### src/rtl/uart_ctrl_reg.sv
// Purpose : host write-side UART TX control register; config bits, TX holding FIFO, launch FSM.
// Latency : writes visible after the sampling edge; a byte pushed at edge k pops at k+1, start pulse follows.
// Backpr. : push into a full FIFO with no pop on that edge is dropped and flags tx_overflow.
// Ports   : clk/arst_n (sync, active-low); we/wmask/wdata host write; ovf_clr clears stickies;
//           tnsm_busy/tnsm_start/tnsm_data transmitter handshake; parity_en/parity_odd/loopback config;
//           fifo_empty/fifo_full/fifo_level occupancy; tx_overflow/ack_timeout sticky errors.
module uart_ctrl_reg #(
  parameter int FIFO_DEPTH  = 4,
  parameter int ACK_TIMEOUT = 8,
  localparam int LVL_W      = $clog2(FIFO_DEPTH) + 1
) (
  input  logic             clk,
  input  logic             arst_n,
  input  logic             we,
  input  logic [11:0]      wmask,
  input  logic [11:0]      wdata,
  input  logic             ovf_clr,
  input  logic             tnsm_busy,
  output logic             tnsm_start,
  output logic [7:0]       tnsm_data,
  output logic             parity_en,
  output logic             parity_odd,
  output logic             loopback,
  output logic             fifo_empty,
  output logic             fifo_full,
  output logic [LVL_W-1:0] fifo_level,
  output logic             tx_overflow,
  output logic             ack_timeout
);

  localparam int PTR_W = $clog2(FIFO_DEPTH);
  localparam int CNT_W = $clog2(ACK_TIMEOUT + 1);

  typedef enum logic [1:0] {IDLE, WAIT_BUSY, WAIT_DONE} state_t;

  state_t           state;
  logic [7:0]       mem [FIFO_DEPTH];
  logic [PTR_W-1:0] wr_ptr;
  logic [PTR_W-1:0] rd_ptr;
  logic [CNT_W-1:0] cnt;

  logic             push_req;
  logic             push_ok;
  logic             pop;
  logic             ovf_set;
  logic             ack_set;
  logic [LVL_W-1:0] lvl_next;

  // Byte-field mask bits have no effect on the tx byte; tie them off explicitly.
  logic unused_wmask;
  assign unused_wmask = ^wmask[7:0];

  assign push_req = we && wmask[8] && wdata[8];
  assign pop      = (state == IDLE) && !fifo_empty && !tnsm_busy;
  // A pop on the same edge frees the slot the push needs, so a full FIFO still accepts.
  assign push_ok  = push_req && (!fifo_full || pop);
  assign ovf_set  = push_req && fifo_full && !pop;
  // cnt holds the WAIT_BUSY cycles already elapsed after the start cycle; this edge ends cycle cnt+1.
  assign ack_set  = (state == WAIT_BUSY) && !tnsm_busy && (cnt == CNT_W'(ACK_TIMEOUT - 1));

  always_comb begin
    lvl_next = fifo_level;
    if (push_ok && !pop)
      lvl_next = fifo_level + LVL_W'(1);
    else if (pop && !push_ok)
      lvl_next = fifo_level - LVL_W'(1);
  end

  // Storage is not reset; occupancy is owned by the pointers and level.
  always_ff @(posedge clk) begin
    if (arst_n && push_ok)
      mem[wr_ptr] <= wdata[7:0];
  end

  always_ff @(posedge clk) begin
    if (!arst_n) begin
      state       <= IDLE;
      wr_ptr      <= '0;
      rd_ptr      <= '0;
      cnt         <= '0;
      fifo_level  <= '0;
      fifo_empty  <= 1'b1;
      fifo_full   <= 1'b0;
      tnsm_start  <= 1'b0;
      tnsm_data   <= '0;
      parity_en   <= 1'b0;
      parity_odd  <= 1'b0;
      loopback    <= 1'b0;
      tx_overflow <= 1'b0;
      ack_timeout <= 1'b0;
    end else begin
      if (we) begin
        if (wmask[9])  parity_en  <= wdata[9];
        if (wmask[10]) parity_odd <= wdata[10];
        if (wmask[11]) loopback   <= wdata[11];
      end

      if (push_ok) wr_ptr <= wr_ptr + PTR_W'(1);
      if (pop)     rd_ptr <= rd_ptr + PTR_W'(1);
      fifo_level <= lvl_next;
      fifo_empty <= (lvl_next == '0);
      fifo_full  <= (lvl_next == LVL_W'(FIFO_DEPTH));

      // Set beats clear when both land on the same edge.
      tx_overflow <= ovf_set || (tx_overflow && !ovf_clr);
      ack_timeout <= ack_set || (ack_timeout && !ovf_clr);

      tnsm_start <= 1'b0;
      case (state)
        IDLE: begin
          if (pop) begin
            tnsm_data  <= mem[rd_ptr];
            tnsm_start <= 1'b1;
            cnt        <= '0;
            state      <= WAIT_BUSY;
          end
        end
        WAIT_BUSY: begin
          if (tnsm_busy)
            state <= WAIT_DONE;
          else if (ack_set)
            state <= IDLE;  // byte is abandoned
          else
            cnt <= cnt + CNT_W'(1);
        end
        WAIT_DONE: begin
          if (!tnsm_busy)
            state <= IDLE;
        end
        default: state <= IDLE;
      endcase
    end
  end

endmodule

### config.mk
export PLATFORM = sky130hd
export DESIGN_NAME = uart_ctrl_reg
export DESIGN_NICKNAME = d
export VERILOG_FILES = /design/src/rtl/uart_ctrl_reg.sv
export SDC_FILE = /design/constraint.sdc
export NUM_CORES = 1
export LEC_CHECK = 0
export ABC_AREA = 1
export BUFFER_PORTS_ARGS = -buffer_cell sky130_fd_sc_hd__buf_4
export CAP_MARGIN = 30
export CORE_UTILIZATION = 40
export CTS_CLUSTER_SIZE = 24
export DETAILED_ROUTE_END_ITERATION = 16
export PLACE_DENSITY = 0.6
export RECOVER_POWER = 25
export SLEW_MARGIN = 40
export SYNTH_ARGS = -nofsm -noshare
export SYNTH_HDL_FRONTEND = slang
export SYNTH_SLANG_ARGS = --single-unit
### constraint.sdc
create_clock -name clk -period 4.05 [get_ports clk]
set_input_delay 0.2025 -clock clk [delete_from_list [all_inputs] [get_ports clk]]
set_output_delay 0.2025 -clock clk [all_outputs]
set_load 0.01 [all_outputs]
==> flow_summary.toml, run 1 <==
[clock_network]
postCtsSetupBuffers = 0
cts-root-buf = "clkbuf_8"
clk_latency_ns = 0.33
cts_hold_buffers = 0
clkSinkCount = 61
cts.path.max_buffers = 2
clk_pin_slew_ns = 0.07
cts_made_buffers = 9
cts_tree = "done"
cts_max_level = 3
cts_resized = 0

[timing]
post-route-min-period_ns = 1.98
timing.final.hold_violations = 0
slew_headroom = 0.472
max_freq_ghz = 0.506
skew_ns = 0.0132
worstMarginPinSlew_ns = 0.790
grt_setup_unrepaired = "false"
maxSlewViolCount = 0
min_period_over_period = 0.488
fin_tns_setup_ns = 0
setup_violations = 0

[logic_synthesis]
synth-edff-count = 32
async_reset_ff_frac = 0
syn_area_per_cell_um2 = 9.91
ys_ff_latch = 61
synth_ff_type = "edfxtp_1"
syn-cell-area_um2 = 2570
synth_nets = 295
seq_area_frac_synth = 0.600
netlist_instances = 259
synth_largest_area_cell = "edfxtp_1"
synth_area_leaders = "edfxtp_1 37%, dfxtp_1 23%, nor2_1 6.6%"
yosysUniqueCellTypes = 26
post-synth-top-area-fraction = 0.374
yosysWarnings = 0

[grt]
grt_util_met2 = 0.255
grt_util_met3 = 0.0571
grt_pass1_vias = 1688
antenna_found_initial = 0
gr-max-usage-layer = "met2"
grt_overflow_total = 0
grt_max_degree = 20
use_met1 = 0.192
grt_pass1_wl_mm = 7.66
grt_usage = 0.160

[layout]
final_util = 0.502
fill_cells = 571
syn2layout_area_growth_pct = 18.6
mostFrequentLayoutCells = "45 x nor2_1, 32 x buf_4, 32 x edfxtp_1"
nNetsFinal = 338
num_antenna_cells = 0
drive_gt1_frac = 0.205
final_common_cell = "nor2_1"

[detailed_routing]
drt_iter0_drc = 52
vias = 1798
wl_per_cell_um = 12.3
viasPerCell = 4.71
drt-total-wl_mm = 4.69
ant_nets = 0
drt-pass1-iter-count = 4
drc = 0

[setup_path]
cp.arrival_ns = 1.94
crit_type = "register to register"
cp_max_fo = 16
required_ns = 4.01
worst_setup_path_end_kind = "register"
critPathLaunchType = "register"

[place]
port_buffers = 39
gp_congestion = 0.727
dp_hpwl_mm = 3.21

[floorplanning]
rows = 28
die_y_um = 82.1
pin_count = 48
initial_core_util = 0.424
chipWidth_um = 82.1
dieArea_um2 = 6740
coreArea_um2 = 6060

[power]
leakagePower_nw = 1.27
irDropWorstVdd_v = 0.000261
pwr_density_cell_nw_per_um2 = 516

[flow_run]
max_cap_violations = 0

[worst_hold_path]
hp-class = "input port to register"

[run_status]
outcome = "finished, final reports clean"
## per-layer routing
layer,wire length [um],vias up
met5,0,-
met4,46,0
met3,206,4
met2,2180,33
met1,2260,814
li1,-,947
## stage by stage
stage	hold slack (ns)	instance area, um^2	total power, W	cells	setup WS [ns]
3_5_place_dp	0.408	2900	0.00113	366	2.02
5_1_grt	0.0646	3040	0.00168	382	1.90
6_report	0.0744	3040	0.00157	382	2.07
3_3_place_gp	0.404	2900	0.00112	366	2.03
4_1_cts	0.0538	3070	0.00159	382	2.01
2_1_floorplan	0.301	2570	0.00100	259	2.42
## worst paths after layout
check | from | end | slack (ns) | depth (start not counted)
min reg2reg | parity_en | parity_en | 0.46 | 2
min | wdata[3] | mem[1][3] | 0.07 | 1
max | state[0] | mem[3][3] | 2.07 | 5
max reg2reg | state[0] | mem[3][3] | 2.07 | 5
## area by class of cell
cell class / instances / area (um^2) / share of cell area
repair buffers: 39 / 267 / 0.0875
clock inverters: 4 / 23.8 / 0.00781
multi-input cells: 160 / 855 / 0.281
clock buffers: 12 / 145 / 0.0477
inverters: 31 / 119 / 0.0390
well taps: 75 / 93.8 / 0.0308
flip-flops and latches: 61 / 1540 / 0.506
## flip-flops by register name (all words and copies together) (netlist names)
| name | flops |
|---|---|
| fifo_full | 1 |
| tnsm_start | 1 |
| loopback | 1 |
| ack_timeout | 1 |
| parity_odd | 1 |
| cnt | 4 |
| state | 2 |
| rd_ptr | 2 |
| tnsm_data | 8 |
| fifo_level | 3 |
| fifo_empty | 1 |
| parity_en | 1 |
| tx_overflow | 1 |
| mem | 32 |
| wr_ptr | 2 |
## worst max-delay path, cell delays in order (launching register included)
cell and delay, ns:
dfxtp_1 0.35, nor2_4 0.15, nand2_4 0.15, a21oi_4 0.21
nand2_1 0.12, nor2_1 0.62
## cells in the mapped netlist, types with 2 or more instances
master / count
nor2_1: 45
edfxtp_1: 32
dfxtp_1: 29
inv_1: 29
nand2_1: 27
o21ai_0: 27
a21oi_1: 14
nand3_1: 12
o22ai_1: 8
ha_1: 7
nand2_2: 5
buf_2: 3
nor2_2: 3
buf_4: 2
buf_6: 2
nand3_4: 2
nor2_4: 2
xor2_1: 2
## logic make-up (layout without fill, tap and decap cells)
logic type,after synthesis,in the layout,synth area share
simple gates,100,100,0.184
xor+xnor,2,2,0.00682
buf+inv,38,86,0.0668
flops,61,61,0.600
fa+ha+maj,7,7,0.0341
compound gates,51,51,0.108
## power by group
group | switching [W] | total [W] | internal (W)
registers | 0.0000482 | 0.000750 | 0.000702
logic | 0.000207 | 0.000355 | 0.000148
clock network | 0.000229 | 0.000467 | 0.000237
total | 0.000485 | 0.00157 | 0.00109
No activity file was read; power rests on OpenSTA's default activity.
==> run 2, diff against run 1 <==
Settings changed: ABC_AREA 1 to 0, PLACE_DENSITY 0.6 to 0.62.
Clock period 4.05 ns to 1.61 ns, I/O delays scaled along.
==> run 2 against run 1 <==
Against the previous run:
- the flow now finishes with violations (negative setup slack)
- sequential cell count did not move
- final area rose by 7.9%
- setup slack got worse by 2.1 ns
- final cell count fell by 12%
- synthesized area fell by 1.6%
- global-route usage fell by 0.24 points
- clock skew fell by 0.0062 ns
- synthesized cell count fell by 26%
- critical path depth rose by 1
- wire length fell by 4.5%
- sequential power rose by 140%
==> flow_summary.toml, run 2 <==
[timing]
post-route-min-period_ns = 1.66
worstMarginPinSlew_ns = 0.434
setup_violations = 36
skew_ns = 0.00701
maxSlewViolCount = 0
max_freq_ghz = 0.603
slew_headroom = 0.710
timing.final.hold_violations = 0
setup_ws_ns = -0.0496
grt_setup_unrepaired = "true"
fin_tns_setup_ns = -1.28
min_period_over_period = 1.03
whs_ns = 0.0220

[layout]
nNetsFinal = 294
seq_area_um2 = 1540
final_common_cell = "buf_4"
num_antenna_cells = 0
instances_no_fill = 338
syn2layout_area_growth_pct = 30.0
mostFrequentLayoutCells = "51 x buf_4, 32 x edfxtp_1, 27 x nand2_1, 27 x dfxtp_1, 12 x a21boi_0"
multi_input_area_um2 = 935
postLayoutCellArea_um2 = 3290
top_regs = "mem: 32 flops, tnsm_data: 8 flops, cnt: 4 flops"
max_flop_register = "mem"
largest_register_ffs = 32
fill_cells = 534
drive_gt1_frac = 0.342

[setup_path]
worst_setup_path_end_kind = "register"
crit_type = "register to register"
critPathLaunchType = "register"
cp.arrival_ns = 1.91
required_ns = 1.86
cp_max_fo = 5

[grt]
antenna_found_initial = 0
grt_pass1_vias = 1551
grt_overflow_total = 0
grt_usage = 0.158
grt_max_degree = 32
grt_pass1_wl_mm = 7.38

[clock_network]
clkSinkCount = 61
cts_resized = 0
cts_tree = "done"
cts_made_buffers = 9
clk_pin_slew_ns = 0.07
cts-root-buf = "clkbuf_8"
cts_max_level = 3
cts.path.max_buffers = 2
clk_latency_ns = 0.33

[run_status]
outcome = "complete, but fails checks"
violations = "negative setup slack"

[detailed_routing]
viasPerCell = 4.77
vias = 1613
ant_nets = 0
drt-total-wl_mm = 4.48
drt-pass1-iter-count = 4
drt_iter0_drc = 42
drc = 0
wl_per_cell_um = 13.2

[logic_synthesis]
syn-cell-area_um2 = 2530
synth_ff_type = "edfxtp_1"
ys_ff_latch = 61
synth-edff-count = 32
yosysUniqueCellTypes = 41
synth_nets = 228
synth_area_leaders = "edfxtp_1 38%, dfxtp_1 23%, mux4_2 7.1%"
yosysMostFrequentCell = "edfxtp_1"
synth_largest_area_cell = "edfxtp_1"
netlist_instances = 192
async_reset_ff_frac = 0
yosys-top-cells-count = "32 x edfxtp_1, 29 x dfxtp_1, 27 x nand2_1"
syn_area_per_cell_um2 = 13.2
post-synth-top-area-fraction = 0.380
seq_area_frac_synth = 0.610
yosysWarnings = 0

[floorplanning]
chipWidth_um = 81.5
initial_core_util = 0.422
pin_count = 48
rows = 28
die_y_um = 81.5
coreArea_um2 = 5990
dieArea_um2 = 6640

[power]
irDropWorstVdd_v = 0.000783
pwr_density_cell_nw_per_um2 = 1280
leakagePower_nw = 1.26

[place]
place_area_um2 = 3010
gp_congestion = 0.723
port_buffers = 39
dp.cells = 312
dp_hpwl_mm = 3.08

[worst_hold_path]
hp-class = "input port to register"

[flow_run]
max_cap_violations = 0
[run 2: cell types whose count changed after synthesis, moves of 5 or more]
cell	previous run	this run
o21ai_0	27	1
and3_1	1	6
and2_1	0	8
nand3_1	12	4
nor2_1	45	6
nand2_2	5	0
clkbuf_1	0	5
mux4_2	0	8
inv_1	29	6
a21boi_0	0	12
o22ai_1	8	0
a21oi_1	14	1
[run 2: report_power, final]
group,internal (W),switching (W)
Sequential,0.00175,0.0000784
Combinational,0.000576,0.000476
Clock,0.000718,0.000602
[run 2: cells by family after synthesis]
family                     after synthesis  synth area share
AOI/OAI and AO/OA                       25            0.0797
DFF                                     61             0.610
xor gates and xnor gates                 8            0.0307
and+or+nand+nor                         65             0.135
muxes                                   10            0.0792
adders and majority gates                7            0.0347
buffers and inverters                   16            0.0307
[run 2: worst max-delay path, stage by stage, from the launching register on]
cell      delay (ns)
dfxtp_2         0.32
or4_4           0.54
buf_4           0.18
nand2b_2        0.09
o21ai_2         0.08
xnor2_2         0.16
a211oi_2        0.21
[run 2: metal layers]
layer  GRT usage  vias to the layer above  routed length (um)
met3      0.0678                        9                 168
li1            -                      820                   -
met1       0.190                      756                2000
met2       0.244                       28                2220
met5           0                        -                   0
met4      0.0696                        0                  88
[run 2: final timing paths]
check                             startpoint      endpoint  slack, ns  depth (start not counted)
worst min register to register  tnsm_data[3]  tnsm_data[3]       0.47                          2
worst max register to register      state[1]    fifo_empty      -0.05                          6
worst max-delay path                state[1]    fifo_empty      -0.05                          6
worst min-delay path                wdata[9]     parity_en       0.02                          3
[run 2: stage by stage]
stage,util,total power [W],worst slack [ns]
final,0.548,0.00420,-0.0496
after global routing,0.548,0.00445,-0.116
after CTS,0.552,0.00427,-0.0602
after detailed placement,0.502,0.00291,-0.0509
after global placement,0.502,0.00291,-0.0333
after floorplan,-,0.00248,-0.104
[run 2: timing repair]
item / in CTS / in global routing
hold buffers: 9 / 0
hold endpoints to repair: 33 / 0
setup buffers: 1 / 0
endpoints found under the setup margin: 35 / 37
pin swaps: 1 / 2
[run 2: layout make-up]
cell class / instances / share of cell area
clock buffers: 9 / 0.0377
inverters: 6 / 0.00685
clock inverters: 7 / 0.0228
flip-flops and latches: 61 / 0.470
well taps: 75 / 0.0286
repair buffers: 65 / 0.150
multi-input cells: 115 / 0.284
==> run 3, diff against run 2 <==
Settings changed: CTS_BUF_LIST set to sky130_fd_sc_hd__clkbuf_2, SKIP_LAST_GASP set to 1.
==> run 3 against run 2 <==
Against the previous run:
- the run still ends with negative setup slack left
- die area stayed put
- wire length is 5.1% higher
- combinational power about the same
- global-route usage grew 0.45 points
- critical path type unchanged
- critical endpoint is now mem[2][1]
- largest cell class unchanged
==> flow_summary.toml, run 3 (synthesis results as in run 2) <==
[grt]
grt_overflow_total = 0
grt_max_degree = 32
grt_pass1_wl_mm = 7.59
grt_pass1_vias = 1612
grt_usage = 0.162
antenna_found_initial = 0

[floorplanning]
rows = 28
pin_count = 48
chipWidth_um = 81.5
coreArea_um2 = 5990
initial_core_util = 0.422
die_y_um = 81.5
dieArea_um2 = 6640

[setup_path]
cp_max_fo = 8
cp_slowest_stage_delay_ns = 0.54
required_ns = 1.80
cp_num_buf_inv = 0
worst_setup_path_end_kind = "register"
slowest_stage = "or4_4"
cp.arrival_ns = 1.86
cp_num_cells = 3
crit_chain = "or4_4, a21boi_4, and3_4"
cp_top_family = "simple AND/OR/NAND/NOR gates"
ff2ff_path_depth = 3
crit_type = "register to register"
critPathLaunchType = "register"

[run_status]
outcome = "complete, but fails checks"
violations = "negative setup slack"

[place]
place_area_um2 = 3010
dp_hpwl_mm = 3.08
gp_congestion = 0.723
port_buffers = 39

[clock_network]
clk_pin_slew_ns = 0.18
cts_made_buffers = 9
cts_resized = 0
cts-root-buf = "clkbuf_2"
clkSinkCount = 61
cts_tree = "done"
clk_latency_ns = 0.47
cts.path.max_buffers = 2
cts_max_level = 3

[timing]
skew_ns = 0.0146
fin_tns_setup_ns = -1.56
max_freq_ghz = 0.599
min_period_over_period = 1.04
timing.final.hold_violations = 0
maxSlewViolCount = 0
post-route-min-period_ns = 1.67
worstMarginPinSlew_ns = 0.442
setup_violations = 38
grt_setup_unrepaired = "true"
slew_headroom = 0.705
whs_ns = 0.237
setup_ws_ns = -0.0598

[layout]
max_flop_register = "mem"
num_antenna_cells = 0
mostFrequentLayoutCells = "51 x buf_4, 32 x edfxtp_1, 27 x nand2_1, 27 x dfxtp_1, 21 x dlygate4sd3_1"
drive_gt1_frac = 0.326
syn2layout_area_growth_pct = 31.8
final_util = 0.556
final_common_cell = "buf_4"
top_regs = "mem: 32 flops, tnsm_data: 8 flops, cnt: 4 flops"
nNetsFinal = 307
postLayoutCellArea_um2 = 3330
largest_register_ffs = 32

[detailed_routing]
drt-total-wl_mm = 4.70
drt-pass1-iter-count = 4
wl_per_cell_um = 13.4
viasPerCell = 4.76
drc = 0
ant_nets = 0
vias = 1670
drt_iter0_drc = 46

[power]
leakagePower_nw = 1.29
pwr_density_cell_nw_per_um2 = 1150
irDropWorstVdd_v = 0.000897

[worst_hold_path]
hp-class = "input port to register"
worst_hold_path.num_cells = 5

[flow_run]
max_cap_violations = 0
## run 3: per-layer routing
| layer | up-vias | share of wire | track usage | wire [um] |
|---|---|---|---|---|
| li1 | 848 | - | - | - |
| met1 | 784 | 0.44 | 0.192 | 2070 |
| met2 | 34 | 0.51 | 0.255 | 2390 |
| met3 | 4 | 0.042 | 0.0744 | 196 |
| met4 | 0 | 0.010 | 0.0643 | 47 |
| met5 | - | 0 | 0 | 0 |
## run 3: cell type report
| cell class | instances | area, um^2 |
|---|---|---|
| multi-input cells | 115 | 935 |
| clock buffers | 9 | 45.0 |
| fillers | 534 | 2660 |
| clock inverters | 7 | 75.1 |
| repair buffers | 78 | 616 |
| inverters | 6 | 22.5 |
| well taps | 75 | 93.8 |
| flip-flops and latches | 61 | 1540 |
## run 3: where the power goes
part	total [W]	switching [W]	internal [W]
registers	0.00183	0.0000786	0.00175
clock network	0.000936	0.000573	0.000363
logic	0.00108	0.000480	0.000595
total	0.00384	0.00113	0.00271
## run 3: worst paths after layout
kind,slack [ns],from,to
setup / recovery,-0.06,state[1],mem[2][1]
hold / removal,0.24,wmask[8],tx_overflow
setup reg to reg,-0.06,state[1],mem[2][1]
hold reg to reg,0.48,tnsm_data[3],tnsm_data[3]
## run 3: repair_timing
action / CTS / global route
hold buffers: 21 / 0
pin swaps: 3 / 3
hold endpoints to repair: 60 / 0
setup endpoints to repair: 35 / 37
buffers inserted: 1 / 1
## run 3: stage by stage
stage / worst slack, ns / total power [W] / instances
floorplan: -0.104 / 0.00248 / 192
global placement: -0.0333 / 0.00291 / 312
detailed placement: -0.0509 / 0.00291 / 312
CTS: -0.0610 / 0.00391 / 350
global route: -0.121 / 0.00408 / 351
finish: -0.0598 / 0.00384 / 351
## run 3: tightest hold or removal path: stages
cell and delay [ns]:
buf_4 0.09, and3_1 0.17, buf_4 0.16, a32oi_1 0.10
nor2b_1 0.09
